$ cat config.mk
export PLATFORM = sky130hd
export DESIGN_NAME = muldiv_seq
export DESIGN_NICKNAME = d
export VERILOG_FILES = /design/src/rtl/muldiv_pkg.sv /design/src/rtl/div_step.sv /design/src/rtl/muldiv_seq.sv
export SDC_FILE = /design/constraint.sdc
export NUM_CORES = 2
export LEC_CHECK = 0
export BUFFER_PORTS_ARGS = -buffer_cell sky130_fd_sc_hd__buf_2
export CAP_MARGIN = 5
export CORE_UTILIZATION = 30
export CTS_CLUSTER_SIZE = 16
export DETAILED_ROUTE_END_ITERATION = 12
export SYNTH_ARGS = -nofsm -noshare
export SYNTH_HDL_FRONTEND = slang
export SYNTH_SLANG_ARGS = --single-unit
$ cat constraint.sdc
create_clock -name clk -period 8.2 [get_ports clk]
set_clock_uncertainty 0.15 [all_clocks]
set_input_delay 1.23 -clock clk [delete_from_list [all_inputs] [get_ports clk]]
set_output_delay 1.23 -clock clk [all_outputs]
set_load 0.01 [all_outputs]
$ cat src/rtl/muldiv_pkg.sv
// Shared constants for the RV32 M-extension sequencer: operand width,
// funct3 opcodes and FSM state encoding.
package muldiv_pkg;

    localparam int XLEN = 32;

    localparam logic [2:0] F3_MUL    = 3'b000;
    localparam logic [2:0] F3_MULH   = 3'b001;
    localparam logic [2:0] F3_MULHSU = 3'b010;
    localparam logic [2:0] F3_MULHU  = 3'b011;
    localparam logic [2:0] F3_DIV    = 3'b100;
    localparam logic [2:0] F3_DIVU   = 3'b101;
    localparam logic [2:0] F3_REM    = 3'b110;
    localparam logic [2:0] F3_REMU   = 3'b111;

    typedef enum logic [2:0] {
        S_IDLE,
        S_MUL,
        S_DIV,
        S_FIX,
        S_DONE
    } state_e;

endpackage

$ cat src/rtl/div_step.sv
// One combinational radix-2 restoring division iteration: shift in the next
// dividend bit, trial-subtract the divisor, keep the difference if it fits.
module div_step
    import muldiv_pkg::*;
(
    input  logic [XLEN:0]   rem_i,
    input  logic [XLEN-1:0] divisor_i,
    input  logic            bit_i,
    output logic [XLEN:0]   rem_o,
    output logic            q_o
);

    logic [XLEN:0]   shifted;
    logic [XLEN+1:0] diff;

    assign shifted = {rem_i[XLEN-1:0], bit_i};
    assign diff    = {1'b0, shifted} - {2'b00, divisor_i};

    // A set top remainder bit means the shifted value certainly exceeds the divisor.
    assign q_o   = rem_i[XLEN] | ~diff[XLEN+1];
    assign rem_o = q_o ? diff[XLEN:0] : shifted;

endmodule

$ cat src/rtl/muldiv_seq.sv
// Multi-cycle MUL/DIV/REM sequencer for the EX stage: registered multiplier,
// iterative restoring divider, pipeline stall and one-cycle done pulse.
module muldiv_seq
    import muldiv_pkg::*;
(
    input  logic            clk,
    input  logic            rst_n,
    input  logic            start_i,
    input  logic [2:0]      funct3_i,
    input  logic [XLEN-1:0] rs1_i,
    input  logic [XLEN-1:0] rs2_i,
    input  logic            kill_i,
    output logic            stall_o,
    output logic            busy_o,
    output logic            done_o,
    output logic [XLEN-1:0] result_o
);

    state_e          state_q;
    logic [2:0]      op_q;
    logic [XLEN-1:0] a_q;
    logic [XLEN-1:0] b_q;
    logic [XLEN:0]   rem_q;
    logic [4:0]      cnt_q;
    logic            negQ_q;
    logic            negR_q;
    logic [XLEN-1:0] result_q;

    logic            accept;
    logic            isSigned;
    logic            divZero;
    logic            divOvf;
    logic [XLEN-1:0] absA;
    logic [XLEN-1:0] absB;
    logic [XLEN-1:0] special_d;

    assign accept    = (state_q == S_IDLE) & start_i & ~kill_i;
    assign isSigned  = ~funct3_i[0];
    assign divZero   = (rs2_i == '0);
    assign divOvf    = isSigned & (rs1_i == 32'h8000_0000) & (rs2_i == '1);
    assign absA      = (isSigned & rs1_i[XLEN-1]) ? -rs1_i : rs1_i;
    assign absB      = (isSigned & rs2_i[XLEN-1]) ? -rs2_i : rs2_i;
    assign special_d = divZero ? (funct3_i[1] ? rs1_i : '1)
                               : (funct3_i[1] ? '0 : 32'h8000_0000);

    // Operands are sign- or zero-extended to 33 bits; bits [63:0] of their product suffice.
    logic            signA;
    logic            signB;
    logic [63:0]     mulA;
    logic [63:0]     mulB;
    logic [63:0]     prod_d;
    logic [XLEN-1:0] mulRes_d;

    assign signA    = (op_q == F3_MULH) | (op_q == F3_MULHSU);
    assign signB    = (op_q == F3_MULH);
    assign mulA     = {{32{signA & a_q[XLEN-1]}}, a_q};
    assign mulB     = {{32{signB & b_q[XLEN-1]}}, b_q};
    assign prod_d   = mulA * mulB;
    assign mulRes_d = (op_q == F3_MUL) ? prod_d[31:0] : prod_d[63:32];

    logic [XLEN:0]   stepRem_d;
    logic            stepQ_d;
    logic [XLEN-1:0] quoFix_d;
    logic [XLEN-1:0] remFix_d;

    div_step u_divStep (
        .rem_i     (rem_q),
        .divisor_i (b_q),
        .bit_i     (a_q[XLEN-1]),
        .rem_o     (stepRem_d),
        .q_o       (stepQ_d)
    );

    assign quoFix_d = negQ_q ? -a_q : a_q;
    assign remFix_d = negR_q ? -rem_q[XLEN-1:0] : rem_q[XLEN-1:0];

    // During DIV, a_q shifts dividend bits out the top and quotient bits in the bottom.
    always_ff @(posedge clk or negedge rst_n) begin
        if (!rst_n) begin
            state_q  <= S_IDLE;
            op_q     <= '0;
            a_q      <= '0;
            b_q      <= '0;
            rem_q    <= '0;
            cnt_q    <= '0;
            negQ_q   <= 1'b0;
            negR_q   <= 1'b0;
            result_q <= '0;
        end else if (kill_i) begin
            state_q <= S_IDLE;
        end else begin
            case (state_q)
                S_IDLE: begin
                    if (start_i) begin
                        op_q <= funct3_i;
                        if (!funct3_i[2]) begin
                            a_q     <= rs1_i;
                            b_q     <= rs2_i;
                            state_q <= S_MUL;
                        end else if (divZero | divOvf) begin
                            result_q <= special_d;
                            state_q  <= S_DONE;
                        end else begin
                            a_q     <= absA;
                            b_q     <= absB;
                            rem_q   <= '0;
                            cnt_q   <= 5'd31;
                            negQ_q  <= isSigned & (rs1_i[XLEN-1] ^ rs2_i[XLEN-1]);
                            negR_q  <= isSigned & rs1_i[XLEN-1];
                            state_q <= S_DIV;
                        end
                    end
                end
                S_MUL: begin
                    result_q <= mulRes_d;
                    state_q  <= S_DONE;
                end
                S_DIV: begin
                    rem_q <= stepRem_d;
                    a_q   <= {a_q[XLEN-2:0], stepQ_d};
                    if (cnt_q == 5'd0) begin
                        state_q <= S_FIX;
                    end else begin
                        cnt_q <= cnt_q - 5'd1;
                    end
                end
                S_FIX: begin
                    result_q <= op_q[1] ? remFix_d : quoFix_d;
                    state_q  <= S_DONE;
                end
                S_DONE: begin
                    state_q <= S_IDLE;
                end
                default: begin
                    state_q <= S_IDLE;
                end
            endcase
        end
    end

    assign stall_o  = accept | (state_q == S_MUL) | (state_q == S_DIV) | (state_q == S_FIX);
    assign busy_o   = (state_q != S_IDLE);
    assign done_o   = (state_q == S_DONE);
    assign result_o = result_q;

endmodule

* Word-level counts from Yosys, hierarchy flattened *
Cells that the tools add are included.

cells by class
  reductions and logical operators = 16
  bitwise gates (word level) = 20
  multiplexer cells = 35
  add/subtract/negate cells = 6
  $mul = 1
  eq/ne operators = 17

operators by type and width
  cell                                                              number
  32-bit two-way mux                                                17
  33-bit two-way mux                                                4
  32-bit negator                                                    4
  32-bit case mux with 3 select lines                               1
  33-bit case mux with 2 select lines                               1
  32-bit == test (second input constant)                            2
  33-bit by 33-bit multiplier with 64-bit output                    1
  32-bit case mux with 2 select lines                               1
  33-bit by 32-bit subtractor with 34-bit output                    1
  32-bit zero test                                                  1
  5-bit two-way mux                                                 4
  3-bit two-way mux                                                 5
  5-bit AND reduction                                               3
  2-bit != test (second input constant)                             5
  5-bit case mux with 2 select lines                                1
  1-bit AND                                                         9
  3-bit by 2-bit == test with 1-bit output (second input constant)  3
  3-bit != test (second input constant)                             3
  3-bit case mux with 3 select lines                                1
  4-bit AND reduction                                               2
  3-bit by 1-bit == test with 1-bit output (second input constant)  2
  3-bit zero test                                                   2
  1-bit bitwise OR                                                  6
  6-bit AND reduction                                               1
  other kinds (11)                                                  15

word-level totals
  output and inout port bits = 35
  word-level logic and storage cells = 104
  register bits after elaboration = 142
  input port bits = 71

* Depth between registers and ports, before layout *
  word-level depth = 9
  gate-level depth with buffers = 32
  gate-level depth less buffers = 29

* Modules after synthesis *
From an unflattened synthesis, not the netlist that was laid out.

unflattened totals
  cell total of the unflattened synthesis = 5,894
  area, all modules = 50,044.2 um2

by module, submodules not included
  module      area an instance (um2)  instances  seq. area each (um2)  cells an instance
  muldiv_seq  47,948.5                1          3,553.4               5,570
  div_step    2,095.8                 1          0.0                   324

* Least setup slack after synthesis *
Ideal clock, no wire load.

  path kind = reg-to-reg
  start point = register a_q[31]
  end point = register result_q[25], in the netlist result_o[25]
  period minus slack after synthesis = 8.971 ns
  path buffers = 2
  setup slack = -0.771 ns
  library setup time = 0.134 ns
  required time = 7.916 ns
  stages on the path, launching flop included = 27
  arrival time = 8.686 ns
  cell sequence = dfrtp_1 > clkbuf_1 > clkinv_1 > nor3_1 > clkbuf_1 > nand2_1 > fa_1 > fa_1 > inv_1 > fa_1 > inv_1 > fa_1 > inv_1 > fa_1 > fa_1 > fa_1 > inv_1 > fa_1 > inv_1 > ha_1 > nand2_1 > or4_1 > or2_2 > o221a_2 > xnor2_1 > a2111oi_0 > a21oi_1

between the ends
  word-level cells in the longest chain between the ends = 4

RTL lines
  item                                                RTL line           text
  from (decl)                                         muldiv_seq.sv:21   logic [XLEN-1:0] a_q;
  from (signal assigned)                              muldiv_seq.sv:97   a_q <= rs1_i;
  from (signal assigned)                              muldiv_seq.sv:104  a_q <= absA;
  from (signal assigned)                              muldiv_seq.sv:120  a_q <= {a_q[XLEN-2:0], stepQ_d};
  1-bit AND                                           muldiv_seq.sv:56   assign mulA = {{32{signA & a_q[XLEN-1]}}, a_q};
  33-bit by 33-bit multiplier with 64-bit output (*)  muldiv_seq.sv:58   assign prod_d = mulA * mulB;
  32-bit two-way mux (*)                              muldiv_seq.sv:59   assign mulRes_d = (op_q == F3_MUL) ? prod_d[31:0] : prod_d[63:32];
  32-bit case mux with 3 select lines (*)             muldiv_seq.sv:92   case (state_q)
  to (signal assigned)                                muldiv_seq.sv:101  result_q <= special_d;
  to (signal assigned)                                muldiv_seq.sv:115  result_q <= mulRes_d;
  to (signal assigned)                                muldiv_seq.sv:128  result_q <= op_q[1] ? remFix_d : quoFix_d;
  to (decl)                                           muldiv_seq.sv:27   logic [XLEN-1:0] result_q;

Every way passes the cells marked *; elsewhere a longest branch is shown, timed or not.
A chain may end at the register's enable or synchronous reset.

* Final worst setup path *
  start point = register op_q[1]
  end point = register result_q[26], in the netlist result_o[26]

between the ends
  word-level cells in the longest chain between the ends = 6
  elaborated cells on any way between the ends = 10
  classes of those cells = 1 x mul; 2 x eq/ne; 3 x mux; 3 x bitwise; 1 x reduce/logical

RTL lines
  item                                                                                                  RTL line                            text
  from (decl)                                                                                           muldiv_seq.sv:20                    logic [2:0] op_q;
  from (signal assigned)                                                                                muldiv_seq.sv:95                    op_q <= funct3_i;
  3-bit by 1-bit == test with 1-bit output or 3-bit by 2-bit == test with 1-bit output (tied branches)  muldiv_seq.sv:54, muldiv_seq.sv:55
  1-bit bitwise OR                                                                                      muldiv_seq.sv:54                    assign signA = (op_q == F3_MULH) | (op_q == F3_MULHSU);
  1-bit AND                                                                                             muldiv_seq.sv:56
  33-bit by 33-bit multiplier with 64-bit output                                                        muldiv_seq.sv:58
  32-bit two-way mux                                                                                    muldiv_seq.sv:59
  32-bit case mux with 3 select lines (*)                                                               muldiv_seq.sv:92

Marks and branches as above.

==> results.py <==
metrics = {
    "cells_and_area": {
        "layout_common_cells": "inv_1, fa_1, nand2_1",
        "nNetsFinal": 7525,
        "utilization_pct": 35.2,
        "drive_gt1_share_pct": 13.2,
        "seqCellArea_sq_um": 3560,
        "area_growth_pct": 16.0,
        "nFillCells": 16876,
        "multi_input_area_sq_um": 40900,
        "final_common_cell": "inv_1",
    },
    "run_status": {
        "violations": "setup timing",
        "status": "finished, violations left",
    },
    "route": {
        "first_iter_violations": 3019,
        "wl_um": 172000,
        "via_per_inst": 4.96,
        "postRouteAntennaNets": 0,
        "wire_per_inst_um": 20.8,
        "vias": 41018,
        "drc_errors": 0,
        "firstDrtPassIters": 6,
    },
    "clock_network": {
        "clk_latency_ns": 0.45,
        "cts_buffers": 17,
        "holdBufCountCts": 0,
        "cts.sinks": 142,
        "cts_tree": "done",
        "cts_buffer_depth": 2,
        "htreeDepth": 4,
        "clockRootBuffer": "clkbuf_16",
        "cts.reportedPaths.clkPinSlew_ns": 0.07,
    },
    "place": {
        "dp_hpwl_um": 144000,
        "place.gp.congestion": 1.01,
        "pre_cts_slack_ns": -0.226,
        "portBuffers": 105,
    },
    "critical_path": {
        "critPathMaxFanout": 6,
        "start_kind": "flip-flop",
        "slowest_stage": "fa_1",
        "r2r_slack_ns": -0.11,
        "cp_data_required_time_ns": 8.43,
        "cpMostUsedCell": "fa_1",
        "end_kind": "flip-flop",
        "cp.arrival_ns": 8.55,
        "cp-endpoint": "result_o[26]",
        "max_stage_delay_ns": 0.52,
        "reg2regPathDepth": 30,
        "r2r_end": "result_o[26]",
        "reg2reg_from": "op_q[1]",
        "critPathLaunch": "op_q[1]",
        "path_class": "flip-flop to flip-flop",
    },
    "synth": {
        "async_reset_ff_share_pct": 100,
        "ys_ff_latch": 142,
        "syn_area_sq_um": 49600,
        "ys.flop_type": "dfrtp_1",
        "synthAdderAreaFrac_pct": 51.8,
        "synth_compound_area_share_pct": 9.02,
        "synth_edf_count": 0,
        "synth_top_family_by_area": "adder cells",
        "muxShareOfSynthArea_pct": 0.333,
        "synth_fp_nets": 7255,
        "synth_cell_types": 81,
        "yosysWarnings": 0,
        "synth_cells": 5806,
        "synth_area_per_cell_sq_um": 8.55,
        "synthXorXnorAreaFrac_pct": 3.65,
        "yosys.area_share.simple_pct": 16.1,
        "ys_seq_area_share_pct": 7.16,
    },
    "floorplan": {
        "rows": 148,
        "start_util_pct": 30.3,
        "pin_count": 106,
        "die_x_um": 409,
        "dieArea_sq_um": 167000,
        "chipHeight_um": 409,
        "core_area_sq_um": 164000,
    },
    "timing": {
        "setup_tns_ns": -0.196,
        "fin_crit_sh_pct": 101,
        "setup_ws_ns": -0.111,
        "min_period_ns": 8.31,
        "setup_viol": 5,
        "slew_violations": 0,
        "hold_ws_ns": 0.346,
        "worst_slew_pin_slew_ns": 1.09,
        "fmaxAchievable_mhz": 120,
        "rsz0062_at_grt": "true",
        "hold_viol": 0,
        "slew_headroom_pct": 27.1,
    },
    "run": {
        "maxCapViolCount": 0,
    },
    "global_routing": {
        "antenna_found_initial": 21,
        "grt_max_degree": 66,
        "grt_pass1_vias": 43505,
        "grt.total_usage_pct": 20.8,
        "gr-total-overflow": 0,
        "grt_pass1_wl_um": 265000,
    },
    "min_path": {
        "hold_class": "flip-flop to flip-flop",
    },
}
-- worst max-delay path: cells and delay by family (launching register included) --
kind | cells | cell delay (ns)
XOR/XNOR | 1 | 0.17
multiplexers | 1 | 0.32
flip-flops | 1 | 0.46
buffers and inverters | 9 | 0.81
adder cells (fa/ha/maj) | 9 | 4.24
AO/OA/AOI/OAI | 5 | 1.36
AND/OR/NAND/NOR | 5 | 0.70
-- cell type report --
type,count,share of cell area (%)
Multi-Input combinational cell,4087,71.0
Timing Repair Buffer,598,9.01
Inverter,1230,8.05
Sequential cell,142,6.19
Tap cell,2175,4.73
Clock buffer,20,0.776
Clock inverter,12,0.196
Antenna cell,8,0.0348
-- Yosys cell counts (11+ instances only) --
master    number  area [sq um]
a21oi_1      202          1010
dfrtp_1      142          3550
or2_2         18           113
fa_1        1126         22500
inv_1       1229          4610
xor2_1        97           850
xnor2_1      110           963
o22ai_1       12          75.1
a21o_1        48           360
clkbuf_1     290          1090
nand4_1       27           169
o41ai_1       17           149
o31ai_1       41           308
o211ai_1      27           203
nor3_1        38           190
buf_1         44           165
or4_1         15           113
o21ai_0      215          1080
ha_1         252          3150
nand3_1       49           245
and3_1        18           113
a31oi_1       37           231
nor2_1       255           957
or3_1         28           175
o21a_1        17           128
nor4_1        24           150
mux2i_1       12           120
nand2b_1      17           106
buf_2         11          55.1
a211oi_1      23           173
nand2_1      971          3640
and2_1       268          1680
-- sequential cells by signal (all words and copies together), names as in the netlist --
name      flops
negQ_q        1
state_q       3
b_q          32
op_q          3
result_o     32
a_q          32
rem_q        33
negR_q        1
cnt_q         5
-- worst min path at each step --
stage,from,cells after the start,slack (ns),end
2_1_floorplan,rem_q[32],2,0.30,rem_q[32]
3_5_place_dp,rem_q[32],2,0.34,rem_q[32]
5_1_grt,result_o[1],1,0.37,result_o[1]
3_3_place_gp,rem_q[32],2,0.31,rem_q[32]
6_report,cnt_q[0],1,0.35,cnt_q[0]
4_1_cts,cnt_q[0],1,0.35,cnt_q[0]
-- through the flow --
step	cell area (sq um)	instances
6_report	57600	8272
3_5_place_dp	56000	8201
2_1_floorplan	49700	5806
5_1_grt	57600	8269
3_3_place_gp	56000	8201
4_1_cts	56700	8234
-- kinds of logic after synthesis --
kind of cell    after synthesis
compound gates              723
xor+xnor                    207
fa+ha+maj                  1378
buf+inv                    1577
flops                       142
mux                          16
simple gates               1763
-- routing by layer --
layer	share of wire, %	vias up	track usage, %	routed length, um
met4	3.7	8	6.84	6300
met2	48	1433	34.7	82700
met5	0.029	-	0	49
met3	6.5	294	2.60	11100
met1	42	21227	27.7	71500
li1	-	18056	-	-
-- repair_timing --
action / in CTS / in global routing
gates resized for setup: 21 / 139
setup endpoints to repair: 12 / 28
cloned: 0 / 2
buffers inserted: 1 / 30
pin swaps: 1 / 90
Power is not shown: default switching activity piles up to over one toggle a cycle in this logic, so the estimate is an artifact.
